### config.mk
export PLATFORM = sky130hd
export DESIGN_NAME = multicycle_control_unit
export DESIGN_NICKNAME = d
export VERILOG_FILES = /design/src/rtl/multicycle_control_unit.sv
export SDC_FILE = /design/constraint.sdc
export NUM_CORES = 1
export LEC_CHECK = 0
export ABC_AREA = 1
export BUFFER_PORTS_ARGS = -buffer_cell sky130_fd_sc_hd__buf_4
export CAP_MARGIN = 10
export CORE_MARGIN = 4
export CORE_UTILIZATION = 40
export DETAILED_ROUTE_END_ITERATION = 12
export PLACE_DENSITY = 0.7
export SETUP_SLACK_MARGIN = 0.4
export SLEW_MARGIN = 20
export SYNTH_ARGS = -nofsm -noshare
export SYNTH_HDL_FRONTEND = slang
export SYNTH_SLANG_ARGS = --single-unit
### constraint.sdc
create_clock -name clk -period 1.8 [get_ports clk]
set_input_delay 0.09 -clock clk [delete_from_list [all_inputs] [get_ports clk]]
set_output_delay 0.09 -clock clk [all_outputs]
set_load 0.01 [all_outputs]
### src/rtl/multicycle_control_unit.sv
// rtl/multicycle_control_unit.sv - multi-cycle RISC-V control FSM with MD handshake, memory timeout and traps
module multicycle_control_unit #(
    parameter bit MD_ENABLE   = 1'b1,
    parameter int MEM_TIMEOUT = 16,
    parameter int CNT_W       = 32
) (
    input  logic             clk,
    input  logic             rst,
    input  logic [31:0]      instr,
    input  logic             mem_ready,
    input  logic             branch_taken,
    input  logic             md_done,
    output logic             ir_write,
    output logic             pc_write,
    output logic             pc_src,
    output logic             mem_read,
    output logic             mem_write,
    output logic             reg_write,
    output logic [1:0]       result_sel,
    output logic [3:0]       alu_ctrl,
    output logic [1:0]       alu_sel_rs1,
    output logic             alu_sel_rs2,
    output logic             md_start,
    output logic [2:0]       md_op,
    output logic             trap,
    output logic [1:0]       trap_cause,
    output logic [CNT_W-1:0] retired_count
);

    typedef enum logic [2:0] {
        S_FETCH, S_DECODE, S_EXEC, S_MD_WAIT, S_MEM, S_WB, S_TRAP
    } state_t;

    localparam int WCW = $clog2(MEM_TIMEOUT + 1);
    localparam logic [WCW-1:0] WAIT_LAST = WCW'(MEM_TIMEOUT - 1);

    state_t         state, next_state;
    logic [WCW-1:0] wait_cnt;
    logic           trap_q;
    logic [1:0]     cause_q, next_cause;
    logic           retire;

    logic [6:0] opcode;
    logic [2:0] funct3;
    logic [6:0] funct7;
    logic       is_r, is_i, is_lui, is_auipc, is_load, is_store;
    logic       is_branch, is_jal, is_jalr, is_m, is_md, legal;
    logic [3:0] alu_func;
    logic       unused_bits;

    assign opcode = instr[6:0];
    assign funct3 = instr[14:12];
    assign funct7 = instr[31:25];
    assign unused_bits = ^{instr[24:15], instr[11:7]};

    assign is_r      = (opcode == 7'b0110011);
    assign is_i      = (opcode == 7'b0010011);
    assign is_lui    = (opcode == 7'b0110111);
    assign is_auipc  = (opcode == 7'b0010111);
    assign is_load   = (opcode == 7'b0000011);
    assign is_store  = (opcode == 7'b0100011);
    assign is_branch = (opcode == 7'b1100011);
    assign is_jal    = (opcode == 7'b1101111);
    assign is_jalr   = (opcode == 7'b1100111);
    assign is_m      = is_r && (funct7 == 7'b0000001);
    assign is_md     = is_m && MD_ENABLE;
    assign legal     = (is_r && (!is_m || MD_ENABLE)) || is_i || is_lui || is_auipc
                     || is_load || is_store || is_branch || is_jal || is_jalr;

    // Subtract only exists in R-type; for I-type bit 30 is immediate except on shifts.
    always_comb begin
        case (funct3)
            3'b000:  alu_func = (is_r && instr[30]) ? 4'b0001 : 4'b0000;
            3'b001:  alu_func = 4'b0010;
            3'b010:  alu_func = 4'b0011;
            3'b011:  alu_func = 4'b0100;
            3'b100:  alu_func = 4'b0101;
            3'b101:  alu_func = instr[30] ? 4'b0111 : 4'b0110;
            3'b110:  alu_func = 4'b1000;
            default: alu_func = 4'b1001;
        endcase
    end

    always_comb begin
        ir_write    = 1'b0;
        pc_write    = 1'b0;
        pc_src      = 1'b0;
        mem_read    = 1'b0;
        mem_write   = 1'b0;
        reg_write   = 1'b0;
        result_sel  = 2'd0;
        alu_ctrl    = 4'b0000;
        alu_sel_rs1 = 2'd0;
        alu_sel_rs2 = 1'b0;
        md_start    = 1'b0;
        md_op       = 3'd0;
        next_state  = state;
        next_cause  = cause_q;
        retire      = 1'b0;
        case (state)
            S_FETCH: begin
                mem_read = 1'b1;
                if (mem_ready) begin
                    ir_write   = 1'b1;
                    pc_write   = 1'b1;
                    next_state = S_DECODE;
                end else if (wait_cnt == WAIT_LAST) begin
                    next_state = S_TRAP;
                    next_cause = 2'd2;
                end
            end
            S_DECODE: begin
                if (legal) begin
                    next_state = S_EXEC;
                end else begin
                    next_state = S_TRAP;
                    next_cause = 2'd1;
                end
            end
            S_EXEC: begin
                alu_sel_rs2 = !is_r;
                if (is_md) begin
                    md_start   = 1'b1;
                    md_op      = funct3;
                    next_state = S_MD_WAIT;
                end else if (is_r || is_i || is_lui || is_auipc) begin
                    if (is_r || is_i)
                        alu_ctrl = alu_func;
                    alu_sel_rs1 = is_lui ? 2'd2 : (is_auipc ? 2'd1 : 2'd0);
                    next_state  = S_WB;
                end else if (is_load || is_store) begin
                    next_state = S_MEM;
                end else if (is_branch) begin
                    alu_sel_rs1 = 2'd1;
                    pc_src      = 1'b1;
                    pc_write    = branch_taken;
                    retire      = 1'b1;
                    next_state  = S_FETCH;
                end else begin
                    alu_sel_rs1 = is_jal ? 2'd1 : 2'd0;
                    pc_write    = 1'b1;
                    pc_src      = 1'b1;
                    reg_write   = 1'b1;
                    result_sel  = 2'd2;
                    retire      = 1'b1;
                    next_state  = S_FETCH;
                end
            end
            S_MD_WAIT: begin
                md_op = funct3;
                if (md_done)
                    next_state = S_WB;
            end
            S_MEM: begin
                mem_write = is_store;
                mem_read  = !is_store;
                if (mem_ready) begin
                    retire     = is_store;
                    next_state = is_store ? S_FETCH : S_WB;
                end else if (wait_cnt == WAIT_LAST) begin
                    next_state = S_TRAP;
                    next_cause = 2'd3;
                end
            end
            S_WB: begin
                reg_write  = 1'b1;
                result_sel = is_load ? 2'd1 : (is_md ? 2'd3 : 2'd0);
                retire     = 1'b1;
                next_state = S_FETCH;
            end
            S_TRAP: begin
                next_state = S_TRAP;
            end
            default: next_state = S_FETCH;
        endcase
        if (rst) begin
            ir_write    = 1'b0;
            pc_write    = 1'b0;
            pc_src      = 1'b0;
            mem_read    = 1'b0;
            mem_write   = 1'b0;
            reg_write   = 1'b0;
            result_sel  = 2'd0;
            alu_ctrl    = 4'b0000;
            alu_sel_rs1 = 2'd0;
            alu_sel_rs2 = 1'b0;
            md_start    = 1'b0;
            md_op       = 3'd0;
        end
    end

    always_ff @(posedge clk) begin
        if (rst) begin
            state         <= S_FETCH;
            wait_cnt      <= '0;
            retired_count <= '0;
            trap_q        <= 1'b0;
            cause_q       <= 2'd0;
        end else begin
            state <= next_state;
            if (next_state != state)
                wait_cnt <= '0;
            else if ((state == S_FETCH || state == S_MEM) && !mem_ready)
                wait_cnt <= wait_cnt + WCW'(1);
            if (retire)
                retired_count <= retired_count + CNT_W'(1);
            if (next_state == S_TRAP && state != S_TRAP) begin
                trap_q  <= 1'b1;
                cause_q <= next_cause;
            end
        end
    end

    assign trap       = trap_q & ~rst;
    assign trap_cause = rst ? 2'd0 : cause_q;

endmodule
# Word-level counts from Yosys, hierarchy flattened
# Index checks and enable logic that the tools add are counted.
[totals]
reg_bits = 43
latch_bits = 0
ramBits = 0
mem_bits_ro = 0
out_inout_bits = 54
mem_count = 0
[classes]
add_sub_neg = 2
multipliers = 0
n_div = 0
magnitude_cmp = 0
n_eq_ne = 31
n_shift = 0
n_mux = 76
bitwise = 2
reduce_logical = 22
[ops]
columns = ["operator", "count"]
rows = [
  ["2-bit 2-to-1 mux", 18],
  ["1-bit 2-to-1 mux", 33],
  ["3-bit 2-to-1 mux", 11],
  ["32-bit by 1-bit adder with 32-bit output (second input constant)", 1],
  ["4-bit case mux with 7 select lines", 1],
  ["3-bit equality test (second input constant)", 7],
  ["7-bit by 6-bit equality test with 1-bit output (second input constant)", 3],
  ["7-bit equality test (second input constant)", 3],
  ["4-bit 2-to-1 mux", 5],
  ["3-bit case mux with 6 select lines", 1],
  ["7-bit by 5-bit equality test with 1-bit output (second input constant)", 2],
  ["3-bit by 2-bit equality test with 1-bit output (second input constant)", 4],
  ["1-bit logical OR", 10],
  ["2-bit inequality test (second input constant)", 5],
  ["7-bit by 1-bit equality test with 1-bit output (second input constant)", 1],
  ["7-bit by 2-bit equality test with 1-bit output (second input constant)", 1],
  ["7-bit AND reduction", 1],
  ["3-bit by 1-bit equality test with 1-bit output (second input constant)", 2],
  ["3-bit zero test", 2],
  ["1-bit case mux with 2 select lines", 3],
  ["2-bit case mux with 3 select lines", 1],
  ["3-bit case mux with 2 select lines", 1],
  ["5-bit by 1-bit adder with 5-bit output (second input constant)", 1],
  ["5-bit by 4-bit equality test with 1-bit output (second input constant)", 1],
  ["10 further kinds", 15],
]

# Longest topological paths before layout
[depth]
ltp_word = 14
ltp_mapped = 14
depth_no_buf = 13

# Worst setup path before layout
# OpenSTA, ideal clock, no wires.
[synth_path]
kind = "register to register"
start = "register retired_count[0]"
end = "register retired_count[18]"
t_arrival_ps = 1559
path_slack_ps = 121
stages_incl_launch_ff = 9
n_path_buf = 0
cell_sequence = "dfxtp_1 > ha_1 > nand3_1 > nor2_2 > inv_2 > nor3_1 > nand3_1 > nor4_2 > nor2_1"
[synth_via]
elab_chain_len = 1
[synth_rtl]
columns = ["item", "line", "source"]
rows = [
  ["from (decl)", "27", "output logic [CNT_W-1:0] retired_count"],
  ["from (signal assigned)", "206", "retired_count <= retired_count + CNT_W'(1);"],
  ["32-bit by 1-bit adder with 32-bit output", "206", ""],
]
# No other way between the ends.
# A chain may end at the register's enable or synchronous reset.

# Worst setup path after layout
[layout_path]
start = "register wait_cnt[0]"
end = "register wait_cnt[1]"
[layout_via]
elab_chain_len = 6
[layout_rtl]
columns = ["item", "line", "source"]
rows = [
  ["from (decl)", "38", "logic [WCW-1:0] wait_cnt;"],
  ["from (signal assigned)", "204", "wait_cnt <= wait_cnt + WCW'(1);"],
  ["5-bit by 4-bit equality test with 1-bit output", "107, 160", ""],
  ["3-bit 2-to-1 mux", "107, 160", ""],
  ["3-bit 2-to-1 mux (on tied branches)", "157, 103", ""],
  ["3-bit case mux with 6 select lines", "100", "case (state)"],
  ["3-bit inequality test", "201", "if (next_state != state)"],
  ["2-bit OR reduction (no source line)", "-", ""],
]
# Several ways; a longest one is shown, not always the timed one.

==> metrics <==
Initial Util=0.410; CTS Hold Bufs=0; CP Launch Type=flip-flop; total power=4.04 mW; Top-Level Pins=91; Post-Syn Instances=482; Async SR Flop Fraction=0; share of the synthesized area in the top cell type=0.272; Final Instance Area=0.00559 mm²; share of cells above drive strength 1=0.596; Worst-Margin Slew=0.532 ns; Max-Cap Viols=0; most used cell, CP=nand2_1; vias per cell=5.43; Post-DP Area=0.00404 mm²; Max-Slew Margin vs Limit=0.644; final setup vio count=0; GP Congestion=0.920; number of synthesized flops with an enable pin=0; Antenna Cells=0; CTS tree=built; Slowest Stage Delay on Critical Path=0.34 ns; drt wl/cell=16.9 µm; worst path cell trace=ha_4 > and3_4 > ha_4 > nand4_1 > nand2_1 > a21oi_1 > nand3_1 > nand2_1 > nand2_1 > nor2_2 > nand2_2 > nor2_1; Final Slew Violations=0; number of library cell types mapped by synthesis=42; CP endpoint kind=flip-flop; Leak Pwr=2.60 nW; peak supply drop=585 µV; number of global-route vias before repair=3908; clock root cell=clkbuf_8; H-Tree Depth=2; crit path kind=reg2reg; Worst Path Arrival=2.02 ns; Max Root-Sink Buffers=2; DR pass1 iterations=5; Core ar.=0.00773 mm²; crit path max fanout=5; status=finished clean; Tmin final=1.78 ns; GRT Overall Usage=0.229; Avg Cell Area, Syn=6.57 µm²; clk slew on worst S/H paths=0.08 ns; first-pass GRT wire length=18000 µm; top-count cell post-synth=nand2_1; # fillers=532; fin crit share=0.990; die height=97.0 µm; Synth area leaders=dfxtp_1 (27%), nand2_1 (13%), nor2_1 (9.5%); Mapped Area=0.00317 mm²; top cells by count, synth=nand2_1 (106), nor2_1 (80), inv_1 (47), dfxtp_1 (43), nand3_1 (32); # clock sinks=43; num rows=32; most frequently used flop master after synthesis=dfxtp_1; DP HPWL=6900 µm; Final Hold Fails=0; post-route ant nets=0; largest net degree at the start of global routing=23; pwr/cell area=723 mW/mm²; WL final=12400 µm; RSZ-0062 raised after global routing=true; Worst-Skew Late Latency=0.31 ns; syn_nets=522; Yosys reg bits=43; DRT iter0 DRCs=209; die area=0.00940 mm²; Clock Skew=0.0151 ns; Chip Width=97.0 µm; Hold/Removal Path Class=in2reg; Nets=673; Max Clk Rate=561 MHz; I/O Buffers=75; synthesis-to-finish area growth=76.6%; Overflow after GRT=0; Remaining DRCs=0; Slowest cell on crit path=dfxtp_2; Seq/Total Area, Yosys=0.272; post-synth top area cell=dfxtp_1; Syn. warnings=0; Via Count=3994; required time of the worst setup path=2.04 ns; cts bufs inserted=5; antenna violations before repair=0
## logic make-up (layout without fill, tap and decap cells)
logic type / count (synthesis) / in the layout / synth area share
and+or+nand+nor: 300 / 301 / 0.464
xor gates and xnor gates: 16 / 16 / 0.0443
adders and majority gates: 3 / 3 / 0.0119
buffers and inverters: 69 / 220 / 0.101
AOI/OAI and AO/OA: 50 / 50 / 0.104
DFF: 43 / 43 / 0.272
muxes: 1 / 1 / 0.00316
## per-stage QoR
step	instances	hold slack (ns)	setup TNS (ns)	utilization	setup slack, ns
6_report	736	0.195	0	0.723	0.0178
3_5_place_dp	664	0.414	0	0.523	0.0471
4_1_cts	720	0.100	0	0.646	0.0504
2_1_floorplan	482	0.310	0	-	0.199
5_1_grt	736	0.217	-0.545	0.723	-0.101
3_3_place_gp	664	0.403	0	0.523	0.0757
## per-layer routing
layer  global-route usage  wire length (µm)  vias to the layer above
met5                    0                 0                        -
met4                0.116               644                        0
met3               0.0483               649                       51
met2                0.425              6470                      180
met1                0.241              4640                     1898
li1                     -                 -                     1865
## state kept, by name, indices dropped and copies added, names as in the netlist
signal	cells
cause_q	2
retired_count	32
wait_cnt	5
trap_q	1
state	3
## area by class of cell
cell class / instances / area [µm²] / share of cell area
multi-input cells: 371 / 2790 / 0.500
repair buffers: 152 / 1320 / 0.236
flip-flops and latches: 43 / 932 / 0.167
inverters: 57 / 245 / 0.0439
well taps: 102 / 128 / 0.0228
clock buffers: 7 / 76.3 / 0.0137
repair inverters: 3 / 66.3 / 0.0119
clock inverters: 1 / 30.0 / 0.00537
## placed cells by master, fill, tap and decap left out, types with 3 or more instances in the layout
cell type / instances
a21oi_1: 7
a21oi_2: 24
buf_12: 3
buf_4: 117
buf_6: 30
clkbuf_8: 5
dfxtp_1: 16
dfxtp_2: 12
dfxtp_4: 15
ha_4: 3
inv_1: 40
inv_2: 12
inv_4: 3
nand2_1: 72
nand2_2: 28
nand2_4: 21
nand3_1: 22
nand3_2: 5
nand3_4: 8
nand4_1: 10
nor2_1: 57
nor2_2: 13
nor2_4: 19
nor3_1: 8
nor3_2: 14
nor3_4: 13
o21ai_0: 4
o21ai_1: 3
o21ai_2: 6
xnor2_2: 7
xor2_1: 6
## path summary, 6_finish.rpt
path                                   from                              to  slack, ns  cells past startpoint
max reg2reg        wait_cnt[0]$_SDFFE_PP0P_        wait_cnt[1]$_SDFFE_PP0P_       0.02                     12
min                                     rst             trap_q$_SDFFE_PP0P_       0.20                      2
min reg2reg  retired_count[16]$_SDFFE_PP0P_  retired_count[16]$_SDFFE_PP0P_       0.48                      1
max                wait_cnt[0]$_SDFFE_PP0P_        wait_cnt[1]$_SDFFE_PP0P_       0.02                     12
## timing repair
action	in CTS	in global routing
gates cloned	6	0
pin swaps	37	52
setup buffers	42	16
setup endpoints to repair	58	61
hold endpoints to repair	0	0
resized for setup	117	119
## critical path, delay by kind of cell, from the launching register on
family	cells	cell delay [ns]
flip-flops	1	0.34
AO/OA/AOI/OAI	1	0.12
adder cells (fa/ha/maj)	2	0.32
AND/OR/NAND/NOR	9	0.95
## where the power goes
group          internal [mW]  switching, mW
sequential              1.03          0.101
combinational          0.951           1.18
clock                  0.416          0.359
Note: power is estimated with default switching activity, not from simulation.
